==> src/rtl/seq_addsub_pkg.sv <==
// Shared definitions for the multi-cycle adder/subtractor: modes, FSM states
// and the saturation limit helper.
package seq_addsub_pkg;

  localparam logic [1:0] MODE_ADD = 2'b00;
  localparam logic [1:0] MODE_SUB = 2'b01;
  localparam logic [1:0] MODE_ADC = 2'b10;
  localparam logic [1:0] MODE_SBB = 2'b11;

  // Widest operand the saturation helper can describe.
  localparam int SAT_MAX_W = 256;

  typedef enum logic [1:0] {
    IDLE = 2'd0,
    RUN  = 2'd1,
    DONE = 2'd2
  } state_t;

  // Signed min (neg=1) or max (neg=0) for a width-bit word, zero-extended.
  function automatic logic [SAT_MAX_W-1:0] sat_limit(input int width, input logic neg);
    logic [SAT_MAX_W-1:0] v;
    v = '0;
    for (int i = 0; i < SAT_MAX_W; i++) begin
      if (i < width - 1)
        v[i] = ~neg;
      else if (i == width - 1)
        v[i] = neg;
    end
    return v;
  endfunction

endpackage

==> src/rtl/seq_addsub_chunk.sv <==
// Combinational CHUNK-bit ripple adder; also exposes the carry into its MSB
// so the last chunk can produce the signed overflow flag.
module addsub_chunk #(
  parameter int CHUNK = 4
) (
  input  logic [CHUNK-1:0] a,
  input  logic [CHUNK-1:0] b,
  input  logic             cin,
  output logic [CHUNK-1:0] sum,
  output logic             cout,
  output logic             c_msb
);

  logic [CHUNK:0] c;

  assign c[0] = cin;

  for (genvar gi = 0; gi < CHUNK; gi++) begin : g_bit
    assign sum[gi]  = a[gi] ^ b[gi] ^ c[gi];
    assign c[gi+1]  = (a[gi] & b[gi]) | (c[gi] & (a[gi] ^ b[gi]));
  end

  assign cout  = c[CHUNK];
  assign c_msb = c[CHUNK-1];

endmodule

==> src/rtl/seq_addsub.sv <==
// Multi-cycle two's-complement add/sub: one shared CHUNK-bit adder walks the
// operands LSB-first, with valid/ready handshakes and optional saturation.
module seq_addsub
  import seq_addsub_pkg::*;
#(
  parameter int WIDTH    = 16,
  parameter int CHUNK    = 4,
  parameter bit SATURATE = 1'b0
) (
  input  logic             clk,
  input  logic             rst_n,
  input  logic             in_valid,
  output logic             in_ready,
  input  logic [WIDTH-1:0] a,
  input  logic [WIDTH-1:0] b,
  input  logic [1:0]       mode,
  input  logic             carry_in,
  output logic             out_valid,
  input  logic             out_ready,
  output logic [WIDTH-1:0] result,
  output logic             carry,
  output logic             overflow,
  output logic             zero,
  output logic             negative
);

  localparam int NCHUNK = WIDTH / CHUNK;
  localparam int CNT_W  = (NCHUNK > 1) ? $clog2(NCHUNK) : 1;
  localparam logic [CNT_W-1:0] LAST_IDX = CNT_W'(NCHUNK - 1);

  if (WIDTH < 2 || CHUNK < 1 || (WIDTH % CHUNK) != 0 || WIDTH > SAT_MAX_W) begin : g_param_check
    $error("seq_addsub: WIDTH must be >= 2 and a multiple of CHUNK");
  end

  state_t           state_reg;
  logic [WIDTH-1:0] a_reg, b_reg, result_reg;
  logic [CNT_W-1:0] idx_reg;
  logic             run_carry_reg;
  logic             in_ready_reg, out_valid_reg;
  logic             carry_reg, overflow_reg, zero_reg, negative_reg;

  logic [CHUNK-1:0]     a_chunk, b_chunk, sum;
  logic                 cout, c_msb, cin_next, ovf_next;
  logic [WIDTH-1:0]     raw_next, final_next;
  logic [SAT_MAX_W-1:0] sat_wide;

  assign a_chunk = a_reg[idx_reg*CHUNK +: CHUNK];
  assign b_chunk = b_reg[idx_reg*CHUNK +: CHUNK];

  addsub_chunk #(.CHUNK(CHUNK)) u_chunk (
    .a     (a_chunk),
    .b     (b_chunk),
    .cin   (run_carry_reg),
    .sum   (sum),
    .cout  (cout),
    .c_msb (c_msb)
  );

  always_comb begin
    cin_next = carry_in;
    case (mode)
      MODE_ADD: cin_next = 1'b0;
      MODE_SUB: cin_next = 1'b1;
      default:  cin_next = carry_in;
    endcase
  end

  // Only meaningful on the last chunk, where it becomes the committed result.
  always_comb begin
    raw_next = result_reg;
    raw_next[idx_reg*CHUNK +: CHUNK] = sum;
    ovf_next   = cout ^ c_msb;
    sat_wide   = sat_limit(WIDTH, a_reg[WIDTH-1]);
    final_next = (SATURATE && ovf_next) ? sat_wide[WIDTH-1:0] : raw_next;
  end

  always_ff @(posedge clk) begin
    if (!rst_n) begin
      state_reg     <= IDLE;
      in_ready_reg  <= 1'b1;
      out_valid_reg <= 1'b0;
      a_reg         <= '0;
      b_reg         <= '0;
      result_reg    <= '0;
      idx_reg       <= '0;
      run_carry_reg <= 1'b0;
      carry_reg     <= 1'b0;
      overflow_reg  <= 1'b0;
      zero_reg      <= 1'b0;
      negative_reg  <= 1'b0;
    end else begin
      case (state_reg)
        IDLE: begin
          if (in_valid && in_ready_reg) begin
            a_reg         <= a;
            b_reg         <= b ^ {WIDTH{mode[0]}};
            run_carry_reg <= cin_next;
            idx_reg       <= '0;
            in_ready_reg  <= 1'b0;
            state_reg     <= RUN;
          end
        end
        RUN: begin
          if (idx_reg == LAST_IDX) begin
            result_reg    <= final_next;
            carry_reg     <= cout;
            overflow_reg  <= ovf_next;
            zero_reg      <= (final_next == '0);
            negative_reg  <= final_next[WIDTH-1];
            out_valid_reg <= 1'b1;
            state_reg     <= DONE;
          end else begin
            result_reg    <= raw_next;
            run_carry_reg <= cout;
            idx_reg       <= idx_reg + 1'b1;
          end
        end
        DONE: begin
          if (out_ready) begin
            out_valid_reg <= 1'b0;
            in_ready_reg  <= 1'b1;
            state_reg     <= IDLE;
          end
        end
        default: begin
          state_reg     <= IDLE;
          in_ready_reg  <= 1'b1;
          out_valid_reg <= 1'b0;
        end
      endcase
    end
  end

  assign in_ready  = in_ready_reg;
  assign out_valid = out_valid_reg;
  assign result    = result_reg;
  assign carry     = carry_reg;
  assign overflow  = overflow_reg;
  assign zero      = zero_reg;
  assign negative  = negative_reg;

endmodule

==> config.mk <==
export PLATFORM = sky130hd
export DESIGN_NAME = seq_addsub
export DESIGN_NICKNAME = d
export VERILOG_FILES = /design/src/rtl/seq_addsub_pkg.sv /design/src/rtl/seq_addsub_chunk.sv /design/src/rtl/seq_addsub.sv
export SDC_FILE = /design/constraint.sdc
export NUM_CORES = 1
export LEC_CHECK = 0
export ABC_AREA = 1
export CAP_MARGIN = 10
export CORE_MARGIN = 5
export CORE_UTILIZATION = 52
export DETAILED_ROUTE_END_ITERATION = 7
export PLACE_DENSITY = 0.91
export SLEW_MARGIN = 10
export SYNTH_ARGS = -nofsm -noshare
export SYNTH_HDL_FRONTEND = slang
export SYNTH_SLANG_ARGS = --single-unit
==> constraint.sdc <==
create_clock -name clk -period 4.19 [get_ports clk]
set_input_delay 0.838 -clock clk [delete_from_list [all_inputs] [get_ports clk]]
set_output_delay 0.838 -clock clk [all_outputs]
set_load 0.01 [all_outputs]
==> impl_metrics.env <==
export IMPL_cts_setup_buffers=0
export IMPL_maxCapViolations=0
export IMPL_grt_pass1_wl_mm=12.14
export IMPL_n_antenna_cell=0
export IMPL_cts_tree="built"
export IMPL_grt_pass1_vias=2580
export IMPL_fmax_mhz=282.7
export IMPL_crit_chain="inv_1, a32o_1, fa_1, inv_1, fa_1, inv_1, fa_1, fa_1, nor2_1, inv_1, nor2_1, a21oi_1, nand2_1, nor2_1, nand3_1, a21oi_1"
export IMPL_power_density_nw_per_um2=393.8
export IMPL_ios=61
export IMPL_setup_viol=0
export IMPL_grt_overflow=0
export IMPL_endpoint_kind="register"
export IMPL_period_minus_slack_ns=3.538
export IMPL_die_h_um=87.08
export IMPL_grt_max_degree=39
export IMPL_dieArea_sq_um=7582
export IMPL_tns_ns=0
export IMPL_critPathMaxStageDelay_ns=0.53
export IMPL_fillers=481
export IMPL_synth_area_per_cell_sq_um=7.355
export IMPL_finalPower_w=0.001496
export IMPL_status="finished clean"
export IMPL_synth_seq_cells=59
export IMPL_timing_reg2reg_setup_slack_ns=0.65
export IMPL_most_common_layout_cells="nor2_1 (88), clkdlybuf4s50_1 (60), dfxtp_1 (59)"
export IMPL_syn_inst=420
export IMPL_clockBufferDepth=2
export IMPL_maxSlewHeadroom_pct=41.35
export IMPL_ys_warn_count=0
export IMPL_gp_congestion=0.8644
export IMPL_vias_per_cell=5.115
export IMPL_root_buffer="clkbuf_8"
export IMPL_drt_iter0_drc=199
export IMPL_async_reset_ff_share_pct=0
export IMPL_vias=2798
export IMPL_start_util_pct=52.80
export IMPL_route_detailed_drc=0
export IMPL_synth_nets=469
export IMPL_rows=28
export IMPL_path_max_fanout=15
export IMPL_synthFlopType="dfxtp_1"
export IMPL_antenna_found_initial=0
export IMPL_synth_cell_area_sq_um=3089
export IMPL_hold_class="register to register"
export IMPL_slew_violations=0
export IMPL_hold_viol_final=0
export IMPL_p_leak_nw=1.617
export IMPL_wl_per_cell_um=13.12
export IMPL_io_buffer_count=60
export IMPL_drive_above_1_share_pct=6.144
export IMPL_routed_wl_mm=7.174
export IMPL_dr_max_layer_used="met4"
export IMPL_clk_insertion_delay_late_ns=0.34
export IMPL_crit_path_start_kind="register"
export IMPL_required_ns=4.44
export IMPL_yosys_cell_types_count=33
export IMPL_rsz0062_at_grt="no"
export IMPL_track_usage_pct=20.37
export IMPL_vdd_drop_max_uv=206.4
export IMPL_cts_max_level=3
export IMPL_fin_skew_ns=0.007509
export IMPL_ys_seq_area_share_pct=38.23
export IMPL_period_share_pct=84.43
export IMPL_core_sq_um=5851
export IMPL_floorplan_die_width_um=87.08
export IMPL_dr_wl_met2_mm=3.256
export IMPL_path_clk_slew_ns=0.06
export IMPL_met3WireLength_um=421
export IMPL_place_hpwl_mm=5.091
export IMPL_cts_sinks=59
export IMPL_synth_edf_count=0
export IMPL_nNetsFinal=520
export IMPL_syn2layout_area_growth_pct=22.96
export IMPL_final_common_cell="nor2_1"
export IMPL_cts_inserted_buffers=9
export IMPL_drt_pass1_iterations=4
export IMPL_crit_type="register to register"
export IMPL_cts_hold_buf=0
export IMPL_arrival_ns=3.78
export IMPL_wl_met1_mm=3.330
export IMPL_tightest_slew_ns=0.8770
export IMPL_cp_slowest_cell="fa_1"
export IMPL_antenna_left=0
export IMPL_cts_resized=0
==> report_power, final <==
| part | switching [W] | internal [W] |
|---|---|---|
| Combinational | 0.000251 | 0.000187 |
| Clock | 0.000198 | 0.000200 |
| Sequential | 0.0000412 | 0.000619 |
| Total | 0.000490 | 0.00101 |
==> cell families (layout without fill, tap and decap cells) <==
| logic type | count (synthesis) | count (layout) | synth area share [%] |
|---|---|---|---|
| compound gates | 95 | 95 | 18.71 |
| buf+inv | 73 | 125 | 10.94 |
| simple gates | 165 | 165 | 21.95 |
| fa+ha+maj | 10 | 10 | 5.022 |
| mux | 1 | 1 | 0.3240 |
| xor+xnor | 17 | 17 | 4.820 |
| flops | 59 | 59 | 38.23 |
==> synthesized netlist by cell type, types with 2 or more instances <==
library cell  count  share of area, %
nand3b_1          2              0.49
dfxtp_1          59                38
o211ai_1          8               1.9
o22ai_1           2              0.40
buf_2             5              0.81
nor2_1           88                11
buf_4             7               1.7
o21ai_1           9               1.5
inv_2             5              0.61
inv_1            44               5.3
o21ai_0          34               5.5
o21a_1            2              0.49
nor2_4            2              0.73
clkbuf_1          5              0.61
a32o_1            3              0.97
xor2_1            7               2.0
nand2_1          54               6.6
buf_6             4               1.5
ha_1              6               2.4
xnor2_1          10               2.8
a211oi_1          6               1.5
nand3_1          15               2.4
a211oi_2          6               2.4
a21oi_1          25               4.1
fa_1              4               2.6
==> layer usage <==
layer | vias up | track usage [%]
met5 | - | 0
met4 | 0 | 8.640
met3 | 15 | 5.487
met2 | 71 | 30.71
met1 | 1265 | 27.37
li1 | 1447 | -
==> worst max-delay path: cells and delay by family, from the launching register on <==
family / cells / cell delay (ns)
fa+ha+maj: 4 / 1.49
compound gates: 3 / 0.64
flops: 1 / 0.47
buf+inv: 4 / 0.46
simple gates: 5 / 0.38
==> metrics by stage <==
step	hold WS, ns	setup slack (ns)	instance area [sq um]	utilization, %	instances
after floorplan	0.4246	0.9004	3089	-	420
after global placement	0.4333	0.8724	3662	62.60	535
after detailed placement	0.4329	0.7321	3662	62.60	535
after CTS	0.4498	0.7051	3799	64.93	547
after global routing	0.4715	0.3987	3799	64.93	547
final	0.4449	0.6524	3799	64.93	547
==> layout make-up <==
type,count,area (sq um),area share [%]
Inverter,50,187.7,4.941
Sequential cell,59,1181,31.09
Multi-Input combinational cell,288,1577,41.50
Timing Repair Buffer,63,623.1,16.40
Tap cell,75,93.84,2.470
Clock buffer,11,131.4,3.459
Clock inverter,1,5.005,0.1318
==> path summary, 6_finish.rpt <==
path	start	end	depth (start not counted)
worst max register to register	idx_reg[1]	zero	16
worst min-delay path	out_valid	out_valid	2
worst max-delay path	idx_reg[1]	zero	16
worst min register to register	out_valid	out_valid	2
No activity file was read; power rests on OpenSTA's default activity.
